==> config.mk <==
export PLATFORM = sky130hd
export DESIGN_NAME = vec_loader_36
export DESIGN_NICKNAME = d
export VERILOG_FILES = /design/src/rtl/vec_loader_36_pkg.sv /design/src/rtl/vec_loader_36.sv
export SDC_FILE = /design/constraint.sdc
export NUM_CORES = 2
export LEC_CHECK = 0
export BUFFER_PORTS_ARGS = -buffer_cell sky130_fd_sc_hd__buf_4
export CORE_AREA = 8 8 466 468
export DETAILED_ROUTE_END_ITERATION = 7
export DIE_AREA = 0 0 474 476
export MAX_ROUTING_LAYER = met4
export PLACE_DENSITY_LB_ADDON = 0.3
export SETUP_SLACK_MARGIN = 0.15
export SLEW_MARGIN = 30
export SYNTH_ARGS = -nofsm -noshare
export SYNTH_HDL_FRONTEND = slang
export SYNTH_SLANG_ARGS = --single-unit
==> constraint.sdc <==
create_clock -name clk -period 4.1 [get_ports clk]
set_input_delay 0.41 -clock clk [delete_from_list [all_inputs] [get_ports clk]]
set_output_delay 0.41 -clock clk [all_outputs]
set_load 0.02 [all_outputs]
==> src/rtl/vec_loader_36_pkg.sv <==
// vec_loader_36_pkg
// Shared types and constants for the vector loader that feeds the
// dot-product unit.
//   state_t           : FILL collects element pairs; ISSUE drives the load strobe.
//   DATA_LEN_FALLBACK : default element width, matching the project-wide
//                       data_len constant.
//   LD_CNT_W          : width of the load-cycle counter (LOAD_CYCLES is 1..15).
package vec_loader_36_pkg;

  typedef enum logic {
    FILL  = 1'b0,
    ISSUE = 1'b1
  } state_t;

  localparam int DATA_LEN_FALLBACK = 16;
  localparam int LD_CNT_W          = 4;

endpackage

==> src/rtl/vec_loader_36.sv <==
// vec_loader_36
// Gathers N signed element pairs into two packed vectors and hands them to
// the dot-product consumer by holding load high for LOAD_CYCLES cycles.
// A flush issues a partial vector with the unwritten slots left at zero.
//
// Ports
//   clk      : single clock, rising edge
//   rst_n    : synchronous active-low reset
//   in_valid : element pair present on in_d1/in_d2
//   in_ready : pair accepted this cycle (high only while collecting)
//   in_d1    : operand-1 element
//   in_d2    : operand-2 element
//   flush    : zero-pad the partial vector and issue it
//   d1, d2   : packed vectors, element i at [i*DATA_LEN +: DATA_LEN]
//   load     : vector valid strobe
//   vec_cnt  : vectors issued since reset, wraps
module vec_loader_36
  import vec_loader_36_pkg::*;
#(
  parameter int N = 36,
  parameter int DATA_LEN = DATA_LEN_FALLBACK,
  parameter int LOAD_CYCLES = 2
) (
  input  logic                  clk,
  input  logic                  rst_n,
  input  logic                  in_valid,
  output logic                  in_ready,
  input  logic [DATA_LEN-1:0]   in_d1,
  input  logic [DATA_LEN-1:0]   in_d2,
  input  logic                  flush,
  output logic [N*DATA_LEN-1:0] d1,
  output logic [N*DATA_LEN-1:0] d2,
  output logic                  load,
  output logic [15:0]           vec_cnt
);

  localparam int IDX_W = (N > 1) ? $clog2(N) : 1;
  localparam logic [IDX_W-1:0]    LAST_IDX = IDX_W'(N - 1);
  localparam logic [LD_CNT_W-1:0] LAST_LD  = LD_CNT_W'(LOAD_CYCLES - 1);

  state_t              state;
  state_t              state_next;
  logic [IDX_W-1:0]    idx;
  logic [LD_CNT_W-1:0] ld_cnt;
  logic [N*DATA_LEN-1:0] d1_q;
  logic [N*DATA_LEN-1:0] d2_q;
  logic [15:0]         vec_cnt_q;
  logic                transfer;
  logic                issue_start;
  logic                issue_end;

  // Next-state and handshake decode. A flush only issues when there is
  // something to issue: either earlier slots are filled or an element is
  // landing in the same cycle. A flush on the final transfer folds into
  // the normal full-vector issue, so only one vector goes out.
  always_comb begin
    state_next  = state;
    in_ready    = 1'b0;
    load        = 1'b0;
    transfer    = 1'b0;
    issue_start = 1'b0;
    issue_end   = 1'b0;
    case (state)
      FILL: begin
        in_ready    = rst_n;
        transfer    = in_valid && rst_n;
        issue_start = (transfer && (idx == LAST_IDX)) ||
                      (flush && ((idx != '0) || transfer));
        if (issue_start) state_next = ISSUE;
      end
      ISSUE: begin
        load      = 1'b1;
        issue_end = (ld_cnt == LAST_LD);
        if (issue_end) state_next = FILL;
      end
      default: state_next = FILL;
    endcase
  end

  // State register and datapath. The vectors are cleared on the edge that
  // leaves ISSUE, so the consumer sees them stable for every load cycle and
  // the next vector starts from an all-zero image.
  always_ff @(posedge clk) begin
    if (!rst_n) begin
      state     <= FILL;
      idx       <= '0;
      ld_cnt    <= '0;
      d1_q      <= '0;
      d2_q      <= '0;
      vec_cnt_q <= '0;
    end else begin
      state <= state_next;
      if (transfer) begin
        d1_q[int'(idx)*DATA_LEN +: DATA_LEN] <= in_d1;
        d2_q[int'(idx)*DATA_LEN +: DATA_LEN] <= in_d2;
      end
      if (issue_start) begin
        idx       <= '0;
        ld_cnt    <= '0;
        vec_cnt_q <= vec_cnt_q + 16'd1;
      end else if (transfer) begin
        idx <= idx + IDX_W'(1);
      end
      if (state == ISSUE) begin
        if (issue_end) begin
          d1_q <= '0;
          d2_q <= '0;
        end else begin
          ld_cnt <= ld_cnt + LD_CNT_W'(1);
        end
      end
    end
  end

  assign d1      = d1_q;
  assign d2      = d2_q;
  assign vec_cnt = vec_cnt_q;

endmodule

==> run metrics <==
outcome=finished clean; syn nets=4752; I/O Pins=1206; crit start category=flop; Synth Instances=4710; P_leak=22.9 nW; worst r2r src=idx[0]$_SDFFE_PP0P_; EDFF count, synth=0; post-layout minimum cycle time=3.68 ns; HPWL Detailed=181000 µm; drc violations=0; minimum hold slack=0.122 ns; first-pass GRT wire length=337000 µm; setup violators final=0; CTS tree=built; worst min path class=input pin to flop; post-synthesis area per instance=8.95 µm²; worst r2r path cells=8; highest metal used=met4; gr usage total=21.9%; Final nets=5734; pwr/cell area=429 mW/mm²; Max Clock Skew=0.0308 ns; Worst Path Arrival=4.40 ns; TNS Setup=0 ns; most frequent cells in the layout=buf_4, dfxtp_1, nand3_1, o21ai_0, nand2_1; drt initial violations=3581; Buffers on Ports=1205; Die Area=0.226 mm²; Area Overhead vs Synth=39.6%; Reg clk slew, reported paths=0.06 ns; Cell Chain, Critical Path=buf_4 > inv_1 > ha_1 > xnor2_1 > o22ai_4 > nand2_2 > nor3_2 > a32o_1; commonest non-fill, non-tap cell in the layout=buf_4; die width=474 µm; Setup Crit Path Kind=flop to flop; CTS hold repair buffers=0; Fill cells=22590; max-cap violations=0; Relative slew margins=35.1%; Max VDD drop=440 µV; RSZ-0062 raised after global routing=false; CTS Buf Count=139; met3 wire length=23400 µm; Worst-Skew Late Latency=0.79 ns; met1 WL=105000 µm; Final period util=89.7%; Seq/Total Area, Yosys=56.0%; Placer Congestion=0.848; design area=0.0589 mm²; crit end category=flop; Sequential Area=0.0236 mm²; Post-Synthesis Cell Area=0.0422 mm²; clock root cell=clkbuf_16; Final Hold Violating Endpoints=0; DRT Pass-1 Iters=5; Synth Register Bits=1179; Worst Setup EP=d1[512]$_SDFF_PN0_; dpl cell area=0.0542 mm²; row count=169; Post-CTS Repair Setup Buffers=0; Top FF cell, synth=dfxtp_1; wire per inst=29.6 µm; met2 wire len=116000 µm; final wirelength=255000 µm; number of global-route vias before repair=38796; worst setup path start=idx[0]$_SDFFE_PP0P_; fraction of registers with async set/reset=0%; reg2reg setup slack=0.42 ns; initial antenna violation count=36; Netlist cell types=67; Critical Path Fanout Max=23; final slew viol count=0; largest net degree at the start of global routing=220; Post-CTS Resized=0; WP data required=4.83 ns; H-tree levels=4; clk buf depth=3; Routed Antenna Nets=0; Congestion Overflow GR=0; Via Count=40860; Vias/cell=4.73; Starting Density=20.0%; largest stage delay on the critical path=0.87 ns; share of cells above drive strength 1=33.1%; total core area=0.210 mm²; fmax=0.272 GHz; yosys warns=0; Die Y=476 µm; clock sinks=1179; Critical R2R Capture=d1[512]$_SDFF_PN0_; Worst-Margin Slew=0.969 ns; multi-input logic area=0.0169 mm²; Slowest-stage cell, CP=nor3_2
==> cell usage after synthesis (24+ instances only) <==
master    number  area share, %
a21oi_1       39           0.46
nand4_1       44           0.65
nor3_1        73           0.87
buf_1         43           0.38
a31o_2       322            6.7
o21ai_1       64           0.76
dfxtp_1     1179             56
nor2_1       280            2.5
clkbuf_1     348            3.1
nand3_1      869             10
o31ai_1       62            1.1
o21ai_0      619            7.3
or3_1         28           0.42
buf_2         92            1.1
nand2_1      412            3.7
inv_1         24           0.21
==> routing by layer <==
layer | vias to the layer above | global-route usage, %
met1 | 19974 | 26.3
li1 | 18720 | -
met5 | - | -
met4 | 0 | 8.34
met3 | 320 | 6.75
met2 | 1846 | 34.5
==> worst max-delay path, delay by kind of cell, from the launching register on <==
kind	cells	cell delay, ns
simple gates	2	1.39
compound gates	2	0.81
buf+inv	2	0.40
fa+ha+maj	1	0.37
flops	1	0.32
xor+xnor	1	0.29
==> power breakdown <==
group          switching (mW)  total, mW  leakage [nW]  internal (mW)
sequential             0.0304       11.5          9.49           11.5
clock                    5.43       12.5          2.19           7.10
combinational            1.02       1.22          11.2          0.200
total                    6.48       25.3          22.9           18.8
==> worst min-delay path by stage <==
stage                         startpoint                    to  slack, ns  cells after the start
floorplan           ld_cnt[3]$_SDFF_PN0_  ld_cnt[3]$_SDFF_PN0_       0.45                      2
global placement      d1[531]$_SDFF_PN0_    d1[531]$_SDFF_PN0_       0.44                      2
detailed placement    d1[534]$_SDFF_PN0_    d1[534]$_SDFF_PN0_       0.44                      2
CTS                                rst_n      state$_SDFF_PN0_       0.04                      2
global route                    in_d2[2]    d2[130]$_SDFF_PN0_       0.08                      3
finish                         in_d2[12]    d2[524]$_SDFF_PN0_       0.12                      3
==> final cells by class <==
class / count / share of cell area (%)
multi-input cells: 3014 / 28.6
clock inverters: 40 / 1.04
diodes: 19 / 0.0808
clock buffers: 202 / 6.64
flip-flops and latches: 1179 / 40.1
inverters: 24 / 0.153
well taps: 2821 / 6.00
repair buffers: 1334 / 17.4
==> per-stage QoR <==
stage,setup WS (ns),power [mW],util [%],instances
after global routing,0.194,26.1,28.0,8619
final,0.423,25.3,28.0,8633
after global placement,0.416,13.0,25.8,8368
after floorplan,1.19,12.3,-,4710
after detailed placement,0.359,13.0,25.8,8368
after CTS,0.340,25.6,27.9,8610
==> state kept, by name, summed over array words and instances (netlist names) <==
name and cells:
idx 6, d2 576, ld_cnt 4, vec_cnt 16, state 1, d1 576
==> kinds of logic (layout without fill, tap and decap cells) <==
group                      count (synthesis)  after routing  synth area share, %
other                                      0             19                    0
xor gates and xnor gates                  20             20                0.415
AOI/OAI and AO/OA                       1188           1188                 18.2
and+or+nand+nor                         1782           1782                 19.8
buffers and inverters                    517           1600                 4.96
adders and majority gates                  6              6                0.178
DFF                                     1179           1179                 56.0
muxes                                     18             18                0.427
No activity file was read; power rests on OpenSTA's default activity.
